### src/rtl/mem_req_arbiter.sv
// mem_req_arbiter
//   Shares the single main-memory port between the icache refill path and the
//   dcache refill/writeback path. One block transaction is in flight at a time.
//   Conflicting requests are granted round-robin. The memory request uses a
//   valid/ready handshake. The registered response is routed back to the
//   requester that owns the transaction.
//   An icache fetch redirect (icache_req_cancel) lets the memory transaction
//   finish, but its response is discarded instead of being delivered.
//
// Ports
//   clk, rst_aL                 clock, synchronous active-low reset
//   icache_req_*                icache refill request (valid/ready, block addr)
//   icache_req_cancel           drop the pending icache response
//   icache_resp_valid/_data     one-cycle refill strobe and block
//   dcache_req_*                dcache request (valid/ready, wr, addr, wr data)
//   dcache_resp_valid/_data     one-cycle completion strobe; data 0 on write ack
//   mem_req_*                   main-memory request (valid/ready, wr, addr, data)
//   mem_resp_valid/_data        main-memory response strobe and block

module mem_req_arbiter #(
  parameter int BLOCK_ADDR_WIDTH = 29,
  parameter int BLOCK_DATA_WIDTH = 64
) (
  input  logic                        clk,
  input  logic                        rst_aL,
  input  logic                        icache_req_valid,
  output logic                        icache_req_ready,
  input  logic [BLOCK_ADDR_WIDTH-1:0] icache_req_block_addr,
  input  logic                        icache_req_cancel,
  output logic                        icache_resp_valid,
  output logic [BLOCK_DATA_WIDTH-1:0] icache_resp_data,
  input  logic                        dcache_req_valid,
  output logic                        dcache_req_ready,
  input  logic                        dcache_req_wr,
  input  logic [BLOCK_ADDR_WIDTH-1:0] dcache_req_block_addr,
  input  logic [BLOCK_DATA_WIDTH-1:0] dcache_req_wr_data,
  output logic                        dcache_resp_valid,
  output logic [BLOCK_DATA_WIDTH-1:0] dcache_resp_data,
  output logic                        mem_req_valid,
  input  logic                        mem_req_ready,
  output logic                        mem_req_wr,
  output logic [BLOCK_ADDR_WIDTH-1:0] mem_req_block_addr,
  output logic [BLOCK_DATA_WIDTH-1:0] mem_req_wr_data,
  input  logic                        mem_resp_valid,
  input  logic [BLOCK_DATA_WIDTH-1:0] mem_resp_data
);

  typedef enum logic [1:0] {IDLE, ISSUE, WAIT, RESP} state_t;

  localparam logic OWNER_ICACHE = 1'b0;
  localparam logic OWNER_DCACHE = 1'b1;

  state_t                      state_reg, state_next;
  logic                        owner_reg, owner_next;
  logic                        last_winner_reg, last_winner_next;
  logic                        drop_reg, drop_next;
  logic                        wr_reg, wr_next;
  logic [BLOCK_ADDR_WIDTH-1:0] addr_reg, addr_next;
  logic [BLOCK_DATA_WIDTH-1:0] wr_data_reg, wr_data_next;
  logic [BLOCK_DATA_WIDTH-1:0] resp_data_reg, resp_data_next;

  logic grant_icache;
  logic grant_dcache;
  logic cancel_hit;

  always_ff @(posedge clk) begin
    if (!rst_aL) begin
      state_reg       <= IDLE;
      owner_reg       <= OWNER_ICACHE;
      // Pretend icache won last so that dcache wins the first tie.
      last_winner_reg <= OWNER_ICACHE;
      drop_reg        <= 1'b0;
      wr_reg          <= 1'b0;
      addr_reg        <= '0;
      wr_data_reg     <= '0;
      resp_data_reg   <= '0;
    end else begin
      state_reg       <= state_next;
      owner_reg       <= owner_next;
      last_winner_reg <= last_winner_next;
      drop_reg        <= drop_next;
      wr_reg          <= wr_next;
      addr_reg        <= addr_next;
      wr_data_reg     <= wr_data_next;
      resp_data_reg   <= resp_data_next;
    end
  end

  always_comb begin
    state_next        = state_reg;
    owner_next        = owner_reg;
    last_winner_next  = last_winner_reg;
    drop_next         = drop_reg;
    wr_next           = wr_reg;
    addr_next         = addr_reg;
    wr_data_next      = wr_data_reg;
    resp_data_next    = resp_data_reg;
    grant_icache      = 1'b0;
    grant_dcache      = 1'b0;
    icache_req_ready  = 1'b0;
    dcache_req_ready  = 1'b0;
    icache_resp_valid = 1'b0;
    dcache_resp_valid = 1'b0;
    mem_req_valid     = 1'b0;
    cancel_hit        = icache_req_cancel && (owner_reg == OWNER_ICACHE);

    case (state_reg)
      IDLE: begin
        // dcache wins a tie only when icache took the previous grant.
        grant_dcache     = dcache_req_valid &&
                           (!icache_req_valid || (last_winner_reg == OWNER_ICACHE));
        grant_icache     = icache_req_valid && !grant_dcache;
        icache_req_ready = grant_icache;
        dcache_req_ready = grant_dcache;
        if (grant_icache) begin
          owner_next       = OWNER_ICACHE;
          last_winner_next = OWNER_ICACHE;
          wr_next          = 1'b0;
          addr_next        = icache_req_block_addr;
          wr_data_next     = '0;
          // A redirect in the accept cycle already applies to this fetch.
          drop_next        = icache_req_cancel;
          state_next       = ISSUE;
        end else if (grant_dcache) begin
          owner_next       = OWNER_DCACHE;
          last_winner_next = OWNER_DCACHE;
          wr_next          = dcache_req_wr;
          addr_next        = dcache_req_block_addr;
          wr_data_next     = dcache_req_wr_data;
          drop_next        = 1'b0;
          state_next       = ISSUE;
        end
      end

      ISSUE: begin
        mem_req_valid = 1'b1;
        if (cancel_hit) drop_next = 1'b1;
        if (mem_req_ready) state_next = WAIT;
      end

      WAIT: begin
        if (cancel_hit) drop_next = 1'b1;
        if (mem_resp_valid) begin
          if (drop_reg || cancel_hit) begin
            // Cancelled fetch: the memory side is done, nothing is delivered.
            drop_next  = 1'b0;
            state_next = IDLE;
          end else begin
            resp_data_next = wr_reg ? '0 : mem_resp_data;
            state_next     = RESP;
          end
        end
      end

      RESP: begin
        icache_resp_valid = (owner_reg == OWNER_ICACHE);
        dcache_resp_valid = (owner_reg == OWNER_DCACHE);
        state_next        = IDLE;
      end

      default: state_next = IDLE;
    endcase
  end

  assign mem_req_wr         = wr_reg;
  assign mem_req_block_addr = addr_reg;
  assign mem_req_wr_data    = wr_data_reg;

  // Only the owning cache sees the block; the other data bus stays quiet.
  assign icache_resp_data = icache_resp_valid ? resp_data_reg : '0;
  assign dcache_resp_data = dcache_resp_valid ? resp_data_reg : '0;

endmodule

### config.mk
export PLATFORM = sky130hd
export DESIGN_NAME = mem_req_arbiter
export DESIGN_NICKNAME = d
export VERILOG_FILES = /design/src/rtl/mem_req_arbiter.sv
export SDC_FILE = /design/constraint.sdc
export NUM_CORES = 1
export LEC_CHECK = 0
export CAP_MARGIN = 10
export CORE_AREA = 4 4 160 162
export DETAILED_ROUTE_END_ITERATION = 10
export DIE_AREA = 0 0 164 166
export HOLD_SLACK_MARGIN = 0.1
export PLACE_DENSITY = 0.69
export SLEW_MARGIN = 25
export SYNTH_ARGS = -nofsm -noshare
export SYNTH_HDL_FRONTEND = slang
export SYNTH_SLANG_ARGS = --single-unit
### constraint.sdc
create_clock -name clk -period 2.23 [get_ports clk]
set_clock_uncertainty 0.05 [all_clocks]
set_input_delay 0.446 -clock clk [delete_from_list [all_inputs] [get_ports clk]]
set_output_delay 0.446 -clock clk [all_outputs]
set_load 0.005 [all_outputs]
After elaboration in Yosys (flattened, before gate mapping) --
Index checks and enable logic that the tools add are counted. Widths: inputs -> output; s select.
Storage, ports and cells: logic and storage cells 57, output and inout bits 227, input bits 194, bits in registers 162
Operators by class: multiplexer cells 28, reductions and logical operators 14, equal/unequal tests 6, bitwise gates (word level) 2
Operators with widths (count):
- $mux 64 | 5
- $mux 29 | 2
- $mux 1 | 14
- $mux 2 | 5
- $pmux 2 s4 | 1
- $reduce_and 3->1 | 2
- $eq 2x2->1 const B | 2
- $ne 2x2->1 const B | 2
- $reduce_and 2->1 | 2
- $logic_and 1x1->1 | 3
- $ne 3x3->1 const B | 1
- $pmux 1 s3 | 1
- $reduce_bool 3->1 | 1
- $eq 2x1->1 const B | 1
- $logic_not 1->1 | 2
- $logic_not 2->1 | 1
- $logic_or 1x1->1 | 2
- $not 1->1 | 2
- $reduce_bool 2->1 | 1

Depth between registers and ports, before layout --
depth in word-level cells 7, gate-level depth with buffers 8, gate-level depth less buffers 5

Least setup slack after synthesis --
OpenSTA, ideal clock, no wires.
path kind reg-to-output, from register state_reg[0], to output port dcache_req_ready, data required time 1.734 ns, data arrival time 1.435 ns, cell stages (with the launch flop) 8, path slack 0.299 ns, path buffers 3, path through dfxtp_1 > inv_1 > ha_1 > and2_1 > buf_2 > buf_4 > buf_4 > and2_1
On the way: cells in the longest elaborated chain, start to end 2
RTL lines:
- start: declaration | RTL line 53 | state_t state_reg, state_next;
- start signal: assignment | RTL line 78 | state_reg <= state_next;
- $logic_not 2->1 | RTL line 107 | case (state_reg)
- $mux 1 | RTL line 107
- end: declaration | RTL line 33 | output logic dcache_req_ready,
No other way between the ends.

Final worst setup path --
from register state_reg[1], to output port dcache_resp_data[1]
On the way: cells in the longest elaborated chain, start to end 3
RTL lines:
- $eq 2x2->1 | RTL line 107
- $mux 1 | RTL line 107
- $mux 64 | RTL line 171 | assign dcache_resp_data = dcache_resp_valid ? resp_data_reg : '0;
- end: declaration | RTL line 38 | output logic [BLOCK_DATA_WIDTH-1:0] dcache_resp_data,
No other way between the ends.

==> reports/qor.csv <==
stage,metric,value,unit
status,outcome,"complete, but fails checks",
status,violations,negative setup slack,
worst_hold_path,hold_depth,2,
placed_design,port_buffers,420,
layout,multi_input_comb_area,0.00431,sq mm
global_routing,grt_max_degree,80,
power_and_ir_drop,combPwrFrac,0.420,
critical_path,start_kind,flip-flop,
layout,drive_gt1_frac,0.152,
sta,fin_ws,-0.294,ns
critical_path,cp_top_family,buffers and inverters,
critical_path,r2r_cells,8,
synthesis,yosys_warnings,0,
global_routing,grt_overflow,0,
critical_path,r2r-start,state_reg[0]$_SDFFE_PN0P_,
placed_design,place_area,0.0126,sq mm
layout,most-common-layout-cells,"312 x clkdlybuf4s50_1, 158 x dfxtp_1, 67 x a21oi_1, 66 x nor2_1",
synthesis,syn_inst,961,
layout,seq_area,0.00325,sq mm
power_and_ir_drop,p_int,7.43,mW
global_routing,grt_pass1_vias,9052,
worst_hold_path,hold_start,resp_data_reg[2]$_SDFFE_PN0P_,
power_and_ir_drop,p_sw,4.19,mW
critical_path,r2r_setup_slack,0.14,ns
power_and_ir_drop,power.sequential.fraction,0.321,
job,drv_cap,0,
global_routing,antenna_found_initial,1,
placed_design,dpl.hpwl,21.7,mm
critical_path,critical_path_arrival,2.03,ns
power_and_ir_drop,static-leakage-power,5.69,nW
sta,rsz0062_at_grt,true,
route,drt-wirelength-per-cell,20.5,um
clock_network,cts_hold_buf,0,
layout,diodes,0,
sta,fin_crit,2.52,ns
route,antenna_left,0,
route,vias,9079,
sta,worstMarginPinSlew,0.729,ns
worst_hold_path,holdPathEnd,resp_data_reg[2]$_SDFFE_PN0P_,
floorplan,initial_core_util,0.331,
critical_path,critPathKind,flip-flop to output port,
sta,fmax,396,MHz
floorplan,rows,57,
global_routing,grt_pass1_wl,51.5,mm
route,drc,0,
critical_path,crit_chain,ha_4 > buf_8 > buf_12 > buf_16 > and3_4 > clkdlybuf4s50_1,
critical_path,slowest_stage,clkdlybuf4s50_1,
critical_path,end_kind,output port,
synthesis,synthesis.area,0.00797,sq mm
floorplan,die_height,166,um
sta,fin_crit_sh,1.13,
route,dr.pass1.iters,5,
floorplan,die-area,0.0272,sq mm
sta,maxSlewHeadroom,0.514,
floorplan,design.portCount,421,
placed_design,place_ws,-0.337,ns
clock_network,cts_sinks,162,
power_and_ir_drop,p_per_area,855,mW/mm^2
route,drt_iter0_drc,521,
layout,postLayoutCellArea,0.0136,sq mm
worst_hold_path,hold_class,flip-flop to flip-flop,
sta,setup_viol,81,
sta,drv_slew,0,
synthesis,seq_area_frac_synth,0.407,
clock_network,path_clk_slew,0.07,ns
clock_network,cts_tree,done,
power_and_ir_drop,clkPwrFrac,0.259,
layout,syn2layout_area_growth,70.4,%
global_routing,grtUsageTotal,0.238,
route,via_per_inst,5.41,
placed_design,gp_congestion,0.807,
critical_path,required,1.73,ns
floorplan,dieWidth,164,um
critical_path,crit_buf_inv,4,
layout,final_common_cell,clkdlybuf4s50_1,
clock_network,cts-root-buf,clkbuf_16,
clock_network,cts_buffer_depth,2,
layout,fill_cells,2218,
synthesis,syn_area_per_cell,8.30,sq um
clock_network,cts_buffers,17,
critical_path,slowest_delay,0.50,ns
route,wirelength,34.5,mm
critical_path,timing.rr.end,mem_req_wr_data[57]$_SDFFE_PN0P_,
floorplan,placeableCoreArea,0.0241,sq mm
sta,hold_viol,0,
clock_network,clk_latency,0.42,ns
synthesis,ys_ff_latch,162,
layout,nets,1541,
synthesis,ys_types,31,
synthesis,syn_nets,1160,
power_and_ir_drop,p_sw_frac,0.360,
power_and_ir_drop,max-vdd-ir-drop,0.000521,V
sta,tns,-10.55,ns
clock_network,htreeDepth,4,
critical_path,worstPathMaxFanout,9,
==> power by group through the flow <==
stage          Clock, mW  Combinational [mW]  Sequential [mW]
3_3_place_gp           0                4.30             3.74
5_1_grt             3.19                5.23             3.79
4_1_cts             3.06                4.88             3.72
3_5_place_dp           0                4.33             3.76
6_report            3.01                4.88             3.73
2_1_floorplan          0                2.15             3.74
==> routing by layer <==
metal,up-vias,wire [um],global-route usage
met1,4320,13600,0.276
met5,-,0,0
met2,387,16900,0.407
met4,0,1210,0.0985
li1,4310,-,-
met3,62,2780,0.0710
==> Yosys cell counts <==
| library cell | count | area [sq um] |
|---|---|---|
| a211oi_1 | 1 | 7.51 |
| a21oi_1 | 67 | 335 |
| a221o_1 | 1 | 10.0 |
| a221oi_2 | 1 | 15.0 |
| a311oi_1 | 2 | 17.5 |
| a31oi_1 | 30 | 188 |
| a32oi_1 | 65 | 569 |
| and2_1 | 67 | 419 |
| and3_1 | 65 | 407 |
| buf_1 | 9 | 33.8 |
| buf_2 | 31 | 155 |
| buf_4 | 3 | 22.5 |
| clkbuf_1 | 84 | 315 |
| dfxtp_1 | 162 | 3240 |
| ha_1 | 5 | 62.6 |
| inv_1 | 4 | 15.0 |
| inv_2 | 2 | 7.51 |
| nand2_1 | 1 | 3.75 |
| nand2b_1 | 4 | 25.0 |
| nand3b_1 | 29 | 218 |
| nand4_1 | 65 | 407 |
| nor2_1 | 66 | 248 |
| nor2b_1 | 69 | 432 |
| nor3b_1 | 1 | 7.51 |
| o21a_1 | 1 | 7.51 |
| o21ai_0 | 58 | 290 |
| o21ai_1 | 1 | 5.00 |
| o221ai_1 | 1 | 8.76 |
| o31ai_1 | 64 | 480 |
| or2_2 | 1 | 6.26 |
| or3b_4 | 1 | 11.3 |
==> timing repair <==
| action | 4_1_cts | 5_1_grt |
|---|---|---|
| gates resized for setup | 238 | 85 |
| setup buffers | 13 | 1 |
| gates cloned | 11 | 1 |
| pin swaps | 2 | 1 |
| setup endpoints to repair | 133 | 134 |
==> through the flow <==
step / util / hold slack, ns / instances / total power, mW
2_1_floorplan: - / 0.398 / 961 / 5.88
3_3_place_gp: 0.523 / 0.408 / 1621 / 8.04
3_5_place_dp: 0.523 / 0.416 / 1621 / 8.08
4_1_cts: 0.567 / 0.427 / 1677 / 11.7
5_1_grt: 0.563 / 0.451 / 1679 / 12.2
6_report: 0.563 / 0.424 / 1679 / 11.6
==> how the worst max path moves through the flow <==
stage / start / cells after the start / slack (ns) / end
finish: state_reg[1]$_SDFFE_PN0P_ / 6 / -0.29 / dcache_resp_data[1]
detailed placement: icache_req_valid / 4 / -0.34 / icache_req_ready
floorplan: state_reg[0]$_SDFFE_PN0P_ / 7 / 0.30 / dcache_req_ready
global route: state_reg[1]$_SDFFE_PN0P_ / 6 / -0.34 / dcache_resp_data[34]
global placement: icache_req_valid / 4 / -0.33 / icache_req_ready
CTS: state_reg[1]$_SDFFE_PN0P_ / 6 / -0.34 / icache_resp_data[14]
==> final cells by class <==
class                           instances  share of cell area
Tap cell                              324              0.0298
Sequential cell                       162               0.240
Clock buffer                           18              0.0316
Timing Repair Buffer                  489               0.368
Multi-Input combinational cell        666               0.317
Inverter                                6             0.00203
Clock inverter                         14              0.0121
==> logic make-up (layout without fill, tap and decap cells) <==
group	count (synthesis)	after routing	share of synthesized area
DFF	162	162	0.407
adders and majority gates	5	5	0.00785
buffers and inverters	133	527	0.0689
AOI/OAI and AO/OA	292	292	0.243
and+or+nand+nor	369	369	0.274
==> tightest hold or removal path, cell delays in order (launching register included) <==
cell and delay (ns):
dfxtp_1 0.31, o31ai_1 0.06, a21oi_1 0.05
No activity file was read; power rests on OpenSTA's default activity.
